===== config.mk =====
export PLATFORM = sky130hd
export DESIGN_NAME = audio_sample_feeder
export DESIGN_NICKNAME = d
export VERILOG_FILES = /design/src/rtl/audio_sample_feeder.sv
export SDC_FILE = /design/constraint.sdc
export NUM_CORES = 1
export LEC_CHECK = 0
export CAP_MARGIN = 40
export CORE_MARGIN = 2
export CORE_UTILIZATION = 69
export CTS_BUF_LIST = sky130_fd_sc_hd__clkbuf_8
export DETAILED_ROUTE_END_ITERATION = 16
export DONT_BUFFER_PORTS = 1
export PLACE_DENSITY = 0.85
export SKIP_LAST_GASP = 1
export SYNTH_ARGS = -nofsm -noshare
export SYNTH_HDL_FRONTEND = slang
export SYNTH_SLANG_ARGS = --single-unit

===== constraint.sdc =====
create_clock -name clock -period 6.8 [get_ports clock]
set_input_delay 1.02 -clock clock [delete_from_list [all_inputs] [get_ports clock]]
set_output_delay 1.02 -clock clock [all_outputs]
set_load 0.01 [all_outputs]

===== src/rtl/audio_sample_feeder.sv =====
// audio_sample_feeder: FIFO-buffered sample feeder that strobes the codec on each word-sent rising edge.
// Define UNDERRUN_HOLD_EN to repeat the last popped sample on underrun instead of sending silence.
module audio_sample_feeder #(
  parameter int DATA_WIDTH  = 16,
  parameter int DEPTH       = 16,
  parameter int ADDR_WIDTH  = 4,
  parameter int START_LEVEL = 8
) (
  input  logic                  clock,
  input  logic                  reset,
  input  logic [DATA_WIDTH-1:0] in_data,
  input  logic                  in_valid,
  output logic                  in_ready,
  input  logic                  word_sent,
  output logic [DATA_WIDTH-1:0] codec_data,
  output logic                  send_data,
  output logic [ADDR_WIDTH:0]   level,
  output logic                  primed,
  output logic [15:0]           underrun_count
);
  typedef enum logic {FILL, RUN} state_t;
  state_t state, state_n;
  logic [DATA_WIDTH-1:0] mem [DEPTH];
  logic [DATA_WIDTH-1:0] under_sample;
  logic [ADDR_WIDTH-1:0] wr_ptr, rd_ptr;
  logic word_sent_q, req_q, srv_q;
  logic push, pop, starve;
  assign in_ready = level < (ADDR_WIDTH+1)'(DEPTH);
  assign push     = in_valid && in_ready;
  assign pop      = req_q && state == RUN && level != '0;
  assign starve   = req_q && state == RUN && level == '0;
`ifdef UNDERRUN_HOLD_EN
  // codec_data only ever holds popped samples (or its reset zero), so it is the hold value
  assign under_sample = codec_data;
`else
  assign under_sample = '0;
`endif
  always_ff @(posedge clock)
    state <= reset ? FILL : state_n;
  always_comb
    state_n = (state == FILL && level >= (ADDR_WIDTH+1)'(START_LEVEL)) ? RUN : starve ? FILL : state;
  always_comb
    primed = state == RUN;
  always_ff @(posedge clock)
    if (push) mem[wr_ptr] <= in_data;
  // request sampled -> served (data/pop) -> strobe: one stage per edge
  always_ff @(posedge clock) begin
    if (reset) begin
      word_sent_q    <= 1'b0;
      req_q          <= 1'b0;
      srv_q          <= 1'b0;
      send_data      <= 1'b0;
      codec_data     <= '0;
      wr_ptr         <= '0;
      rd_ptr         <= '0;
      level          <= '0;
      underrun_count <= '0;
    end else begin
      word_sent_q <= word_sent;
      req_q       <= word_sent && !word_sent_q;
      srv_q       <= req_q;
      send_data   <= srv_q;
      if (req_q) codec_data <= pop ? mem[rd_ptr] : under_sample;
      if (push) wr_ptr <= wr_ptr + ADDR_WIDTH'(1);
      if (pop) rd_ptr <= rd_ptr + ADDR_WIDTH'(1);
      level <= level + (ADDR_WIDTH+1)'(push) - (ADDR_WIDTH+1)'(pop);
      if (starve && underrun_count != 16'hFFFF) underrun_count <= underrun_count + 16'd1;
    end
  end
endmodule

==> key figures <==
Critical path
  – Reg2Reg Capture Point: level[4]$_SDFF_PP0_
  – Type of element capturing the critical path: register
  – Family of cells with the greatest summed delay on the critical path: simple AND/OR/NAND/NOR gates
  – Buffers & Inverters on Critical Path: 2
  – Register-to-register setup slack: 3.82 ns
  – CP Launch Type: register
  – Critical Path, Cell by Cell: inv_1, ha_1, nor4b_2, o21ai_0, nand2_1, ha_1, inv_1, fa_1, nand2b_1, a21oi_1, or3_1, a21oi_1
  – Critical-path top delay cell: sky130_fd_sc_hd__nor4b_2
  – Critical R2R Launch: level[3]$_SDFF_PP0_
  – Number of cells on the worst reg-to-reg path: 12
  – Startpoint-to-endpoint class of the critical path: reg -> reg
  – Launching element of the worst setup path: level[3]$_SDFF_PP0_
  – Peak per-stage delay on the critical path: 0.65 ns
  – Critical path peak fanout: 9
  – Arrival time of data at the critical path endpoint: 3.42 ns
  – Worst EP required: 7.24 ns

Timing
  – Unrepaired setup endpoints after global routing: false
  – Final setup violation count: 0
  – Post-route worst hold slack: 0.3893 ns
  – Slew headroom: 36.28%
  – Clock skew after layout: 0.009763 ns
  – Fmax: 335.8 MHz
  – Min Tclk post-route: 2.978 ns
  – Post-route setup TNS: 0 ns
  – Final Max Tran Viols: 0
  – Share of the cycle needed by the critical path after routing: 43.79%
  – Endpoints failing hold: 0
  – Worst-margin pin slew: 0.9470 ns

Global routing
  – Wire length of the first global-routing pass: 37.16 mm
  – Largest net degree at the start of global routing: 61
  – Number of global-route vias before repair: 6505
  – Gr ovfl total: 0
  – GRT Overall Usage: 27.84%
  – Initial antenna violation count: 0

Layout
  – Number of fillers in the final layout: 896
  – Area Overhead vs Synth: 9.939%
  – Non-filler cells in the finished layout: 954
  – Fraction of layout instances using a drive strength above 1: 21.54%
  – Total number of nets in the final design: 726
  – Number of antenna repair diodes: 0
  – Design Area, Final: 13190 um^2

Pwr
  – Post-layout total power: 0.003809 W
  – Peak VDD IR: 229.1 uV
  – Total power divided by cell area: 288.8 nW/um^2
  – Leakage power: 4.170 nW

Hold path
  – Destination of the worst hold path: req_q$_SDFF_PP0_
  – Worst Hold Launch: word_sent_q$_SDFF_PP0_
  – Min-Delay Path Class: reg -> reg
  – Instance count along the most critical hold path: 1

Synthesis
  – Number of distinct library cells after synthesis: 40
  – Flip-flop cell with the highest count after synthesis: sky130_fd_sc_hd__edfxtp_1
  – Simple-gate portion of the synthesized area: 5.496%
  – Portion of netlist area occupied by mux cells: 14.95%
  – Largest family of logic cells by synthesized area: multiplexers
  – Net count after synthesis: 686
  – Count of warnings emitted by yosys: 0
  – Per-instance average area after synthesis: 18.37 um^2
  – XOR/XNOR share of the synthesized area: 0.5840%
  – Complex-gate fraction of the synthesized area: 3.097%
  – Yosys reg bits: 310
  – Count of flip-flops with a built-in enable after synthesis: 256
  – Area of the mapped netlist: 12000 um^2
  – Sequential-to-total area share from yosys stat: 73.08%
  – Post-synthesis adder-cell area fraction: 1.418%
  – Number of cells produced by synthesis: 653
  – Share of synthesized flip-flops with an asynchronous set or reset: 0%

Placed design
  – Dpl cells: 870
  – DP Area: 12360 um^2
  – Gp weighted congestion: 0.8373
  – Number of buffers added on ports: 0
  – Total half-perimeter wirelength after legalization and detailed placement: 15.07 mm

Floorplan
  – Die outline area: 18460 um^2
  – Die span in x: 135.9 um
  – Standard-cell row count: 48
  – I/O pins: 60
  – Die height: 135.9 um
  – Core region area: 17180 um^2
  – Initial Util: 69.85%

Routing
  – Vias per inst: 6.590
  – First DRT Iteration DRCs: 530
  – Total iterations of the first detailed-routing run: 4
  – Residual antenna-violating net count after detailed routing: 0
  – Post-route DRC: 0
  – Overall routed net length: 24.34 mm
  – WL per Instance: 25.52 um
  – Via count: 6287

CTS
  – Hold buffers post-CTS: 0
  – Post-cts gate resize count: 0
  – Cts bufs inserted: 46
  – CTS root buffer: sky130_fd_sc_hd__clkbuf_8
  – Reg clk slew, reported paths: 0.06 ns
  – Buffers inserted by post-CTS timing repair: 0
  – Number of sinks on the clock net: 310
  – CTS tree: done
  – Clock latency at the later pin of the worst-skew pair: 0.56 ns
  – Clock Path Buffers: 3
  – Level count of the clock H-tree: 2

Flow run
  – Number of maximum-capacitance violations: 0

Outcome
  – Outcome: completed
synthesized netlist by cell type, types with 2 or more instances:
cell type                  count  area share [%]
sky130_fd_sc_hd__edfxtp_1    256              64
sky130_fd_sc_hd__mux4_2       64              12
sky130_fd_sc_hd__dfxtp_1      54             9.0
sky130_fd_sc_hd__nor2_1       35             1.1
sky130_fd_sc_hd__nand2_1      34             1.1
sky130_fd_sc_hd__mux2i_1      33             2.8
sky130_fd_sc_hd__clkbuf_1     20            0.63
sky130_fd_sc_hd__a21oi_1      16            0.67
sky130_fd_sc_hd__o221ai_1     16             1.2
sky130_fd_sc_hd__ha_1         12             1.3
sky130_fd_sc_hd__inv_1        12            0.38
sky130_fd_sc_hd__nand3_1      10            0.42
sky130_fd_sc_hd__nor2b_1       8            0.42
sky130_fd_sc_hd__nor3_1        7            0.29
sky130_fd_sc_hd__or4_1         7            0.44
sky130_fd_sc_hd__nand4_1       6            0.31
sky130_fd_sc_hd__o31ai_1       6            0.38
sky130_fd_sc_hd__buf_1         5            0.16
sky130_fd_sc_hd__buf_2         5            0.21
sky130_fd_sc_hd__and4_1        4            0.29
sky130_fd_sc_hd__nand2b_1      4            0.21
sky130_fd_sc_hd__nor4_1        4            0.21
sky130_fd_sc_hd__o21ai_0       4            0.17
sky130_fd_sc_hd__o41ai_1       4            0.29
sky130_fd_sc_hd__xnor2_1       4            0.29
sky130_fd_sc_hd__xor2_1        4            0.29
sky130_fd_sc_hd__or3_1         3            0.16
sky130_fd_sc_hd__or4b_2        3            0.25
sky130_fd_sc_hd__mux2_2        2            0.19
flip-flops by register name, summed over array words and instances, names as in the netlist, named ones only:
register	count
req_q	1
word_sent_q	1
srv_q	1
primed	1
send_data	1
mem	256
codec_data	16
level	5
wr_ptr	4
underrun_count	16
rd_ptr	4
metal layers:
metal	GRT usage (%)	share of wire, %	vias up
li1	-	-	2724
met1	35.26	37	3214
met2	47.39	52	297
met3	6.152	8.1	52
met4	11.46	3.1	0
met5	0	0	-
layout make-up:
type                       instances  area, um^2  area share [%]
tap                              225       281.5           2.134
inverter                          12       45.04          0.3415
timing repair buffer              22       172.7           1.309
clock inverter                    34       142.6           1.081
multi-input combinational        301        3085           23.39
sequential                       310        8775           66.52
clock buffer                      50       688.2           5.217
per-stage QoR:
stage / worst slack [ns] / util (%)
6_report: 3.822 / 76.79
5_1_grt: 3.617 / 76.79
4_1_cts: 3.857 / 76.79
3_5_place_dp: 3.535 / 71.96
3_3_place_gp: 3.452 / 71.78
2_1_floorplan: 3.668 / -
cells in the final DEF, fill, tap and decap left out, drive strengths merged, types with 2 or more instances in the layout:
cell type	netlist	final
dfxtp	54	54
ha	12	12
or4	7	7
nand2	34	34
nand4	6	6
nor2b	8	8
nor4	4	4
clkbuf	20	50
nor2	35	35
o221ai	16	16
o31ai	6	6
mux2i	33	33
inv	12	34
and4	4	4
nor3	7	7
buf	10	21
xor2	4	4
xnor2	4	4
or4b	4	4
mux4	64	64
or3	3	3
edfxtp	256	256
a21oi	16	16
clkinv	0	12
nand3	10	10
nand2b	4	4
mux2	2	2
o21ai	4	4
o41ai	4	4
worst max path at each step:
| stage | end | cells past startpoint | slack, ns |
|---|---|---|---|
| after floorplan | mem[3][0]$_DFFE_PP_ | 4 | 3.67 |
| after global placement | mem[3][0]$_DFFE_PP_ | 3 | 3.45 |
| after detailed placement | level[4]$_SDFF_PP0_ | 10 | 3.53 |
| after CTS | level[4]$_SDFF_PP0_ | 12 | 3.86 |
| after global routing | level[4]$_SDFF_PP0_ | 12 | 3.62 |
| final | level[4]$_SDFF_PP0_ | 12 | 3.82 |
report_power, final:
part           internal, W  switching [W]
combinational     0.000134       0.000163
sequential         0.00212      0.0000529
clock             0.000679       0.000662
total              0.00293       0.000878
worst reg2reg max path, delay by kind of cell (launching register included):
family / cells / cell delay (ns)
AO/OA/AOI/OAI: 3 / 0.45
adder cells (fa/ha/maj): 3 / 0.82
buffers and inverters: 2 / 0.18
flip-flops: 1 / 0.34
AND/OR/NAND/NOR: 4 / 1.06
cells by family after synthesis:
kind of cell	count (synthesis)
AO/OA/AOI/OAI	52
adder cells (fa/ha/maj)	13
AND/OR/NAND/NOR	129
XOR/XNOR	8
buffers and inverters	42
multiplexers	99
flip-flops	310
No activity file was read; power rests on OpenSTA's default activity.
